<file path="src/rtl/dmem_dump_engine.sv">
// dmem_dump_engine
//   Owns the end-of-run data memory dump. When the halt instruction reaches
//   the memory stage, or a dump is explicitly requested, the core is frozen.
//   The engine then reads every word from address 0 to DEPTH-1 and streams
//   each (address, word) pair out on a valid/ready interface.
//
// Ports
//   clk          system clock, rising edge
//   rst          synchronous active-high reset
//   mem_instr    instruction currently in the memory stage
//   dump_req     force a dump without a halt instruction (level, sampled in IDLE)
//   halted       core freeze, sticky until rst
//   mem_rd_en    data memory read strobe
//   mem_rd_addr  data memory read address
//   mem_rd_data  read data, valid the cycle after mem_rd_en
//   out_valid    dump word available
//   out_ready    sink accepts word
//   out_addr     address of dumped word
//   out_data     dumped word
//   busy         dump in progress
//   done         all DEPTH words accepted, sticky until rst
//
// State table
//   state  | meaning
//   IDLE   | waiting for halt opcode or dump_req
//   READ   | one-cycle read strobe at ptr
//   WAIT   | synchronous RAM latency; capture word and address
//   OUT    | word presented to sink until accepted
//   DONE   | whole memory dumped; parked until rst
module dmem_dump_engine #(
  parameter int          DATA_W      = 16,
  parameter int          ADDR_W      = 8,
  parameter int          DEPTH       = 256,
  parameter logic [15:0] HALT_OPCODE = 16'hF000
) (
  input  logic              clk,
  input  logic              rst,
  input  logic [15:0]       mem_instr,
  input  logic              dump_req,
  output logic              halted,
  output logic              mem_rd_en,
  output logic [ADDR_W-1:0] mem_rd_addr,
  input  logic [DATA_W-1:0] mem_rd_data,
  output logic              out_valid,
  input  logic              out_ready,
  output logic [ADDR_W-1:0] out_addr,
  output logic [DATA_W-1:0] out_data,
  output logic              busy,
  output logic              done
);

  typedef enum logic [2:0] {
    S_IDLE,
    S_READ,
    S_WAIT,
    S_OUT,
    S_DONE
  } state_t;

  // Exact compare against the last address; with DEPTH = 2^ADDR_W this is
  // the all-ones pointer, so the pointer never needs to wrap.
  localparam logic [ADDR_W-1:0] LAST_ADDR = ADDR_W'(DEPTH - 1);

  state_t              state_q, state_d;
  logic [ADDR_W-1:0]   ptr_q, ptr_d;
  logic [ADDR_W-1:0]   out_addr_q;
  logic [DATA_W-1:0]   out_data_q;
  logic                trigger;

  assign trigger = (mem_instr == HALT_OPCODE) || dump_req;

  // State register and datapath registers
  always_ff @(posedge clk) begin
    if (rst) begin
      state_q    <= S_IDLE;
      ptr_q      <= '0;
      out_addr_q <= '0;
      out_data_q <= '0;
    end else begin
      state_q <= state_d;
      ptr_q   <= ptr_d;
      if (state_q == S_WAIT) begin
        out_addr_q <= ptr_q;
        out_data_q <= mem_rd_data;
      end
    end
  end

  // Next-state logic
  always_comb begin
    state_d = state_q;
    ptr_d   = ptr_q;
    unique case (state_q)
      S_IDLE: begin
        if (trigger) begin
          state_d = S_READ;
          ptr_d   = '0;
        end
      end
      S_READ: state_d = S_WAIT;
      S_WAIT: state_d = S_OUT;
      S_OUT: begin
        if (out_ready) begin
          if (ptr_q == LAST_ADDR) begin
            state_d = S_DONE;
          end else begin
            ptr_d   = ptr_q + ADDR_W'(1);
            state_d = S_READ;
          end
        end
      end
      S_DONE: state_d = S_DONE;
      default: state_d = S_IDLE;
    endcase
  end

  // Output logic
  always_comb begin
    halted    = 1'b0;
    mem_rd_en = 1'b0;
    out_valid = 1'b0;
    busy      = 1'b0;
    done      = 1'b0;
    unique case (state_q)
      S_IDLE: ;
      S_READ: begin
        halted    = 1'b1;
        busy      = 1'b1;
        mem_rd_en = 1'b1;
      end
      S_WAIT: begin
        halted = 1'b1;
        busy   = 1'b1;
      end
      S_OUT: begin
        halted    = 1'b1;
        busy      = 1'b1;
        out_valid = 1'b1;
      end
      S_DONE: begin
        halted = 1'b1;
        done   = 1'b1;
      end
      default: ;
    endcase
  end

  // ptr only advances on the edge that enters READ, so it already equals
  // the last address read in every other state.
  assign mem_rd_addr = ptr_q;
  assign out_addr    = out_addr_q;
  assign out_data    = out_data_q;

endmodule

</file>
<file path="config.mk">
export PLATFORM = sky130hd
export DESIGN_NAME = dmem_dump_engine
export DESIGN_NICKNAME = d
export VERILOG_FILES = /design/src/rtl/dmem_dump_engine.sv
export SDC_FILE = /design/constraint.sdc
export NUM_CORES = 1
export LEC_CHECK = 0
export ABC_CLOCK_PERIOD_IN_PS = 2000
export CAP_MARGIN = 10
export CORE_UTILIZATION = 40
export DETAILED_ROUTE_END_ITERATION = 12
export HOLD_SLACK_MARGIN = 0.15
export PLACE_DENSITY = 0.87
export SLEW_MARGIN = 40
export SYNTH_ARGS = -nofsm -noshare
export SYNTH_HDL_FRONTEND = slang
export SYNTH_SLANG_ARGS = --single-unit
</file>
<file path="constraint.sdc">
create_clock -name clk -period 2 [get_ports clk]
set_clock_uncertainty 0.15 [all_clocks]
set_input_delay 0.4 -clock clk [delete_from_list [all_inputs] [get_ports clk]]
set_output_delay 0.4 -clock clk [all_outputs]
set_load 0.01 [all_outputs]
</file>
==> key figures <==
Drt
  • Final routed DRC violation total: 0
  • Via density: 5.05
  • Routed Antenna Nets: 0
  • Routed vias: ~1,600
  • Drt wl/cell: 12.2 um
  • Final WL: 3.86 mm
  • Pre-antenna DRT Iters: 4
  • DRT iter0 DRCs: ~110

Cells and area
  • Post-route insts no fill: about 320
  • Ratio of cells with drive above 1 in the final layout: between 10% and 20%
  • Area growth syn-to-layout: 61.1%
  • Final core utilization: 67.0%
  • Final #Nets: ~300
  • Fill cells: 313
  • Storage cell area: just over 700 sq um
  • Multi-input logic area: approximately 750 sq um
  • Ant. Diodes: 0

Floorplanning
  • Rows: 22
  • Die width: roughly 64 um
  • I/O pin total: 73
  • Placeable Area: roughly 3700 sq um
  • Die Area: a little over 4000 sq um
  • Initial Utilization: between 40 and 50%
  • Die Y: ~64 um

Timing
  • Worst Max-Slew Pin Slew: roughly 360 ps
  • Fmax: between 500 and 600 MHz
  • Crit path time final: approximately 1900 ps
  • Worst setup margin: 90.6 ps
  • Slew Viols, Final: 0
  • Final hold violations: 0
  • RSZ-0062 raised after global routing: no
  • Post-route setup TNS: 0 ps
  • Slew margin rel.: 76.0%
  • Setup violations, final: 0
  • Final cycle utilization of the critical path: between 90 and 100%

Clock tree
  • TritonCTS Sinks: 35
  • Clock Tree Buf Depth: 2
  • CTS Buf Count: 5
  • CTS tree: done
  • Root buffer cell: clkbuf_8
  • Hold Buf Count CTS: 0
  • H-tree level count: 2
  • Clock transition at path regs: 70 ps
  • Clock Latency Late Sink: just under 300 ps

Critical path
  • Buffer and inverter count on the worst path: 1
  • Worst R2R Start: mem_rd_addr[0]
  • Crit path max fanout: 8
  • Reg2reg setup slack: between 200 and 300 ps
  • CP Cell Sequence: clkdlybuf4s50_1
  • Crit Path Class: reg2out
  • CP startpoint kind: flop
  • CP peak stage delay: 610 ps
  • Reg-to-Reg End: mem_rd_addr[4]
  • Worst r2r path cells: 5
  • Slowest CP cell: clkdlybuf4s50_1
  • Data required, critical path: around 1500 ps
  • CP delay by family, top: buffers and inverters
  • Critical Path AT: between 1000 and 1500 ps
  • Critical Path End Type: primary output

Yosys
  • Register area share after synthesis: a little under half
  • Syn nets: 226
  • Most area-consuming cells after synthesis: dfxtp_1 46%, nand2_1 14%, a21oi_1 8.2%
  • Netlist Area Pre-Place: 1520 sq um
  • Synthesized flop and latch total: 35
  • Cells after Synth: between 150 and 200
  • Cell taking the most area after synthesis: dfxtp_1
  • Number of flops mapped to enable cells by yosys: 0
  • Yosys warns: 0
  • Synth unique cells: 41
  • Synth top area share: 46.0%
  • Top_reg_cell synth: dfxtp_1
  • FFs w/ async S/R, synth: 0%
  • Syn avg cell area: roughly 8.1 sq um
  • Commonest cells in the netlist: 55 x nand2_1, 35 x dfxtp_1, 25 x a21oi_1, 9 x a31oi_1, 7 x nand3_1
  • Most numerous cell in the Yosys netlist: nand2_1

Pwr
  • Logic gate share of total power: ~18%
  • Sw frac: between 20 and 25%
  • Leakage: roughly 0.90 nW
  • P_sw: roughly 0.4 mW
  • Clock power share: approximately a third
  • Peak VDD IR: a little under 0.4 mV
  • Cell Int Power: 1.20 mW
  • Power Dens Cells: 651 nW/um^2
  • Sequential share of power: a little under half

GRT
  • Congestion Overflow GR: 0
  • Tot GR Track Use: 20.0%
  • First-pass GRT wire length: 6.38 mm
  • Initial antenna violation count: 0
  • Largest net degree at the start of global routing: 25
  • Vias in the first global route: between 1,000 and 1,500

Job
  • Max-cap violations: 0

Placed design
  • GPL Wtd Cong: 0.826
  • Placed cells: 308
  • Post-DP HPWL: 2.69 mm
  • Pre-CTS WS: -122 ps
  • IO Port Bufs: 72

Hold path
  • Hold path endpoint: out_data[1]
  • Hold Path Stages: 2
  • HP Class: reg2reg
  • Worst Hold Launch: out_data[1]

Outcome
  • Status: finished clean
==> kinds of logic after synthesis <==
kind of cell	Yosys count	share of synthesized area [%]
AND/OR/NAND/NOR	93	29.5
AO/OA/AOI/OAI	42	17.0
flip-flops	35	46.0
buffers and inverters	16	5.42
XOR/XNOR	1	0.575
multiplexers	1	0.657
adder cells (fa/ha/maj)	1	0.822
==> layer usage <==
metal / share of wire, % / up-vias / track usage [%]
met2: 48 / 60 / 33.6
met1: 45 / 722 / 24.2
met4: 0.78 / 0 / 5.97
met3: 6.1 / 5 / 5.98
li1: - / 815 / -
met5: 0 / - / 0
==> power by group through the flow <==
stage | Combinational [mW] | Sequential (mW) | Clock [mW]
floorplan | 0.127 | 0.761 | 0
global placement | 0.289 | 0.754 | 0
detailed placement | 0.292 | 0.755 | 0
CTS | 0.294 | 0.743 | 0.577
global route | 0.318 | 0.746 | 0.611
finish | 0.290 | 0.744 | 0.564
==> per-stage QoR <==
step                total power [mW]  hold slack, ps  area (sq um)
finish                          1.60             304          2450
global route                    1.68             327          2450
CTS                             1.61             306          2440
detailed placement              1.05             296          2320
global placement                1.04             292          2320
floorplan                      0.888             331          1520
==> cells in the final DEF (no fill, tap or decap), types with 2 or more instances in the layout <==
master and count:
clkbuf_8 7, a21oi_1 25, a31oi_1 9, clkdlybuf4s50_1 67
nor3_1 3, nand2b_1 2, dlygate4sd2_1 3, dfxtp_1 32
buf_4 13, nor4_1 2, dfxtp_4 2, and2_1 2
and3_1 3, dlymetal6s2s_1 2, nand2_1 55, nor2_1 4
nand4b_1 2, inv_1 3, nand3_1 7
==> worst min-delay path, stage by stage (launching register included) <==
cell     delay (ps)
dfxtp_1         310
nand2_1          50
a21oi_1          50
==> cell type report <==
| cell class | instances | share of cell area, % |
|---|---|---|
| clock buffer | 7 | 3.93 |
| clock inverter | 1 | 0.306 |
| inverter | 3 | 0.459 |
| multi-input combinational | 138 | 30.5 |
| sequential | 35 | 28.9 |
| tap | 48 | 2.45 |
| timing repair buffer | 85 | 33.4 |
==> flip-flops by register name (all words and copies together), names as in the netlist <==
name         count
out_addr         8
state_q          3
mem_rd_addr      8
out_data        16
==> worst max-delay path by stage <==
stage | end | from | cells after the start | slack, ps
2_1_floorplan | mem_rd_addr[4] | mem_rd_addr[0] | 6 | 240
3_3_place_gp | mem_rd_addr[2] | mem_instr[9] | 5 | -90
3_5_place_dp | mem_rd_addr[2] | mem_instr[5] | 5 | -120
4_1_cts | mem_rd_en | state_q[0] | 2 | 20
5_1_grt | mem_rd_addr[4] | mem_instr[1] | 5 | 20
6_report | mem_rd_addr[4] | mem_rd_addr[4] | 1 | 90
==> repair_timing <==
action / CTS / global route
endpoints found under the setup margin: 5 / 2
buffers inserted: 1 / 0
gates resized for setup: 10 / 3
Note: power is estimated with default switching activity, not from simulation.
==> edit 1, RTL diff (same settings) <==
Set the parameter `DATA_W` to 14 (it was 16).
--- a/src/rtl/dmem_dump_engine.sv
+++ b/src/rtl/dmem_dump_engine.sv
@@ -28,7 +28,7 @@
 //   OUT    | word presented to sink until accepted
 //   DONE   | whole memory dumped; parked until rst
 module dmem_dump_engine #(
-  parameter int          DATA_W      = 16,
+  parameter int          DATA_W      = 14,
   parameter int          ADDR_W      = 8,
   parameter int          DEPTH       = 256,
   parameter logic [15:0] HALT_OPCODE = 16'hF000
Ports: changed (resized mem_rd_data and out_data); port bits go from 73 to 69. No check against the original RTL was run, so the function may have changed too.
==> edit 1 against the original RTL <==
Cell area fell by 2.9%; worst hold slack got worse by 0.63 ps; setup slack got worse by 22 ps; area after synthesis fell by 1.2%; register-to-register slack improved by 70 ps; utilization rose by 1.7 points; routed wire length fell by 4.6%; total power fell by 0.91%; sequential cell count fell by 2; critical path depth did not move; via count fell by 4.2%; maximum frequency fell by 1.2%; sequential power fell by 7.4%; combinational power fell by 12%; critical endpoint unchanged; largest power group unchanged.
==> edit 1: results (changes against the original RTL) <==
- Crit path arrival time: 1380 ps (was 1360 ps)
- Detailed Place HPWL: 2730 µm (was 2690 µm)
- Status: finished, final reports clean (unchanged)
- Worst-margin pin slew: 325 ps (was 359 ps)
- FF/Latch Area: 664 µm² (was 709 µm²)
- Sequential share of the synthesized area: 43.9% (was 46.0%)
- Largest register FFs: 14 (was 16)
- Mapped Cells: 176 (was 189)
- Non-clk bufs: 78 (was 85)
- Nets: 287 (was 305)
- #MultiIn Comb: 131 (was 138)
- Post-synthesis cell type count: 44 (was 41)
- Via density per instance: 5.13 (was 5.05)
- Pre-CTS setup slack: -89.9 ps (was -122 ps)
- PortBufs: 68 (was 72)
- DR iter-0 viols: 83 (was 108)
- First-pass GRT wire length: 6230 µm (was 6380 µm)
- Clk sinks: 33 (was 35)
- Layout cells sized above 1: 15.0% (was 13.0%)
- Non-clock buffering overhead: 31.5% (was 33.4%)
- Gpl congestion: 0.869 (was 0.826)
- Worst hold slack: 303 ps (was 304 ps)
- Clock-cell share of area: 4.88% (was 4.23%)
- Layout fillers: 287 (was 313)
- Static leakage: 0.000848 µW (was 0.000899 µW)
- Final Instance Count excl. Fillers: 299 (was 317)
- Global Route Usage Sum: 19.5% (was 20.0%)
- Utilization after layout: 68.7% (was 67.0%)
- Placed cell area: 2260 µm² (was 2320 µm²)
- Register-to-register setup slack: 350 ps (was 280 ps)
- Multi-input logic area: 782 µm² (was 748 µm²)
- Resized cells post-CTS: 9 (was 10)
- Largest net degree at the start of global routing: 23 (was 25)
- Post-synth top cells: nand2_1, dfxtp_1, a21oi_1 (unchanged)
- DR WL/cell: 12.3 µm (was 12.2 µm)
- Peak VDD IR: 0.335 mV (was 0.390 mV)
## edit 1: changes by cell type in the layout (fill, tap and decap cells not counted), sizes merged, moves of 2 or more
cell,before,now
buf,13,10
clkdlybuf4s50,67,64
dfxtp,35,33
dlymetal6s2s,2,0
nand2,55,53
nand3,7,4
nand4b,2,0
## edit 1: per-layer routing
metal / routed length, µm / vias up / global-route usage (%)
met3: 211 / 7 / 4.17
met4: 67 / 0 / 7.67
met5: 0 / - / 0
met1: 1560 / 702 / 23.3
met2: 1850 / 58 / 33.7
li1: - / 768 / -
## edit 1: logic make-up after synthesis
family,Yosys count,synth area share (%)
AO/OA/AOI/OAI,43,20.0
XOR/XNOR,1,0.582
adder cells (fa/ha/maj),1,0.832
buffers and inverters,12,4.58
flip-flops,33,43.9
multiplexers,2,1.33
AND/OR/NAND/NOR,84,28.8
## edit 1: power breakdown
part           internal, µW  switching (µW)
clock                   406             234
combinational           145             110
sequential              676            13.0
==> edit 2, RTL diff (config.mk and constraints unchanged) <==
Without the edit above. The 5 states of `state_t` get a one-hot encoding in 5 bits.
--- a/src/rtl/dmem_dump_engine.sv
+++ b/src/rtl/dmem_dump_engine.sv
@@ -49,12 +49,12 @@
   output logic              done
 );
 
-  typedef enum logic [2:0] {
-    S_IDLE,
-    S_READ,
-    S_WAIT,
-    S_OUT,
-    S_DONE
+  typedef enum logic [4:0] {
+    S_IDLE = 5'b00001,
+    S_READ = 5'b00010,
+    S_WAIT = 5'b00100,
+    S_OUT  = 5'b01000,
+    S_DONE = 5'b10000
   } state_t;
 
   // Exact compare against the last address; with DEPTH = 2^ADDR_W this is
Formal check against the unedited RTL: no difference found for any inputs over 10 cycles, from zero or initial values and one cycle with rst high; not proved beyond that.
==> edit 2 against the original RTL <==
First-iteration DRC count up 10%; routed wire length up 45%; largest power group unchanged; via count increased by 21%; the run now ends with negative setup slack left; total power grew 20%; sequential cell count is 2 higher; area after synthesis grew 3.5%; final cell count is 10% higher; maximum frequency shrank 9.4%; global-route usage rose by 3.2 points; count of clock-buffer cells in the layout is the same; highest routed layer unchanged; die area grew 3.4%; setup slack lost 200 ps; cell area is 20% higher.
==> edit 2: results (changes against the original RTL) <==
- Sequential share of the synthesized area: 47.0% (was 46.0%)
- Delay-heaviest family, CP: simple AND/OR/NAND/NOR gates (was buffers and inverters)
- DR iter-0 viols: 119 (was 108)
- DR WL met2: 2790 µm (was 1850 µm)
- Max stage delay on crit path: 420 ps (was 610 ps)
- DRT Pass-1 Iters: 5 (was 4)
- Slew margin rel.: 76.6% (was 76.0%)
- Mapped Avg Cell Area: 8.08 µm² (was 8.06 µm²)
- Register-to-register setup slack: -80 ps (was 280 ps)
- Post-synth top cells: nand2_1, dfxtp_1, a21oi_1 (unchanged)
- Worst Path Max Fanout: 2 (was 8)
- Worst Slack Setup Final: -108 ps (was 90.6 ps)
- Crit path arrival time: 1560 ps (was 1360 ps)
- DR WL met3: 388 µm (was 235 µm)
- Gpl congestion: 0.856 (was 0.826)
- Status: finished with violations (was finished, final reports clean)
- Met1 Track Usage GR: 27.7% (was 24.2%)
- Met3 Usage GRT: 6.69% (was 5.98%)
- Worst Hold End: out_data[14]$_SDFFE_PP0P_ (was out_data[1]$_SDFFE_PP0P_)
- Static leakage: 0.00124 µW (was 0.000899 µW)
- Layout cells sized above 1: 26.2% (was 13.0%)
- Hold_sp: out_data[14]$_SDFFE_PP0P_ (was out_data[1]$_SDFFE_PP0P_)
- First-pass GRT wire length: 7600 µm (was 6380 µm)
- Inst Count DP: 336 (was 308)
- Worst R2R Path Depth: 9 (was 5)
- Post-synthesis cell type count: 37 (was 41)
- Setup violators final: 5 (was 0)
- Via density per instance: 5.56 (was 5.05)
- Routed vias: 1940 (was 1602)
- Detailed Place HPWL: 3120 µm (was 2690 µm)
- Failing checks: negative setup slack
- Reg2reg end: mem_rd_addr[1]$_SDFFE_PP0P_ (was mem_rd_addr[4]$_SDFFE_PP0P_)
## edit 2: cell families after synthesis
| kind of cell | synth area share [%] |
|---|---|
| simple gates | 29.7 |
| buf+inv | 3.41 |
| compound gates | 18.6 |
| flops | 47.0 |
| fa+ha+maj | 0.794 |
| xor+xnor | 0.556 |
## edit 2: what timing repair did
action | CTS | global route
setup buffers | 4 | 1
setup endpoints to repair | 14 | 16
gates resized for setup | 34 | 42
endpoints found under the hold margin | 0 | 0
gates cloned | 0 | 0
pin swaps | 11 | 22
## edit 2: power breakdown
part | leakage (µW) | switching (µW) | internal (µW) | total, µW
clock | 0.0000585 | 258 | 406 | 664
combinational | 0.000878 | 219 | 268 | 487
sequential | 0.000300 | 17.7 | 751 | 769
## edit 2: layout make-up
class,count,area [µm²]
timing repair buffer,108,1060
sequential,37,749
clock inverter,1,30.0
tap,48,60.1
multi-input combinational,144,938
inverter,4,15.0
fill,231,779
clock buffer,7,86.3
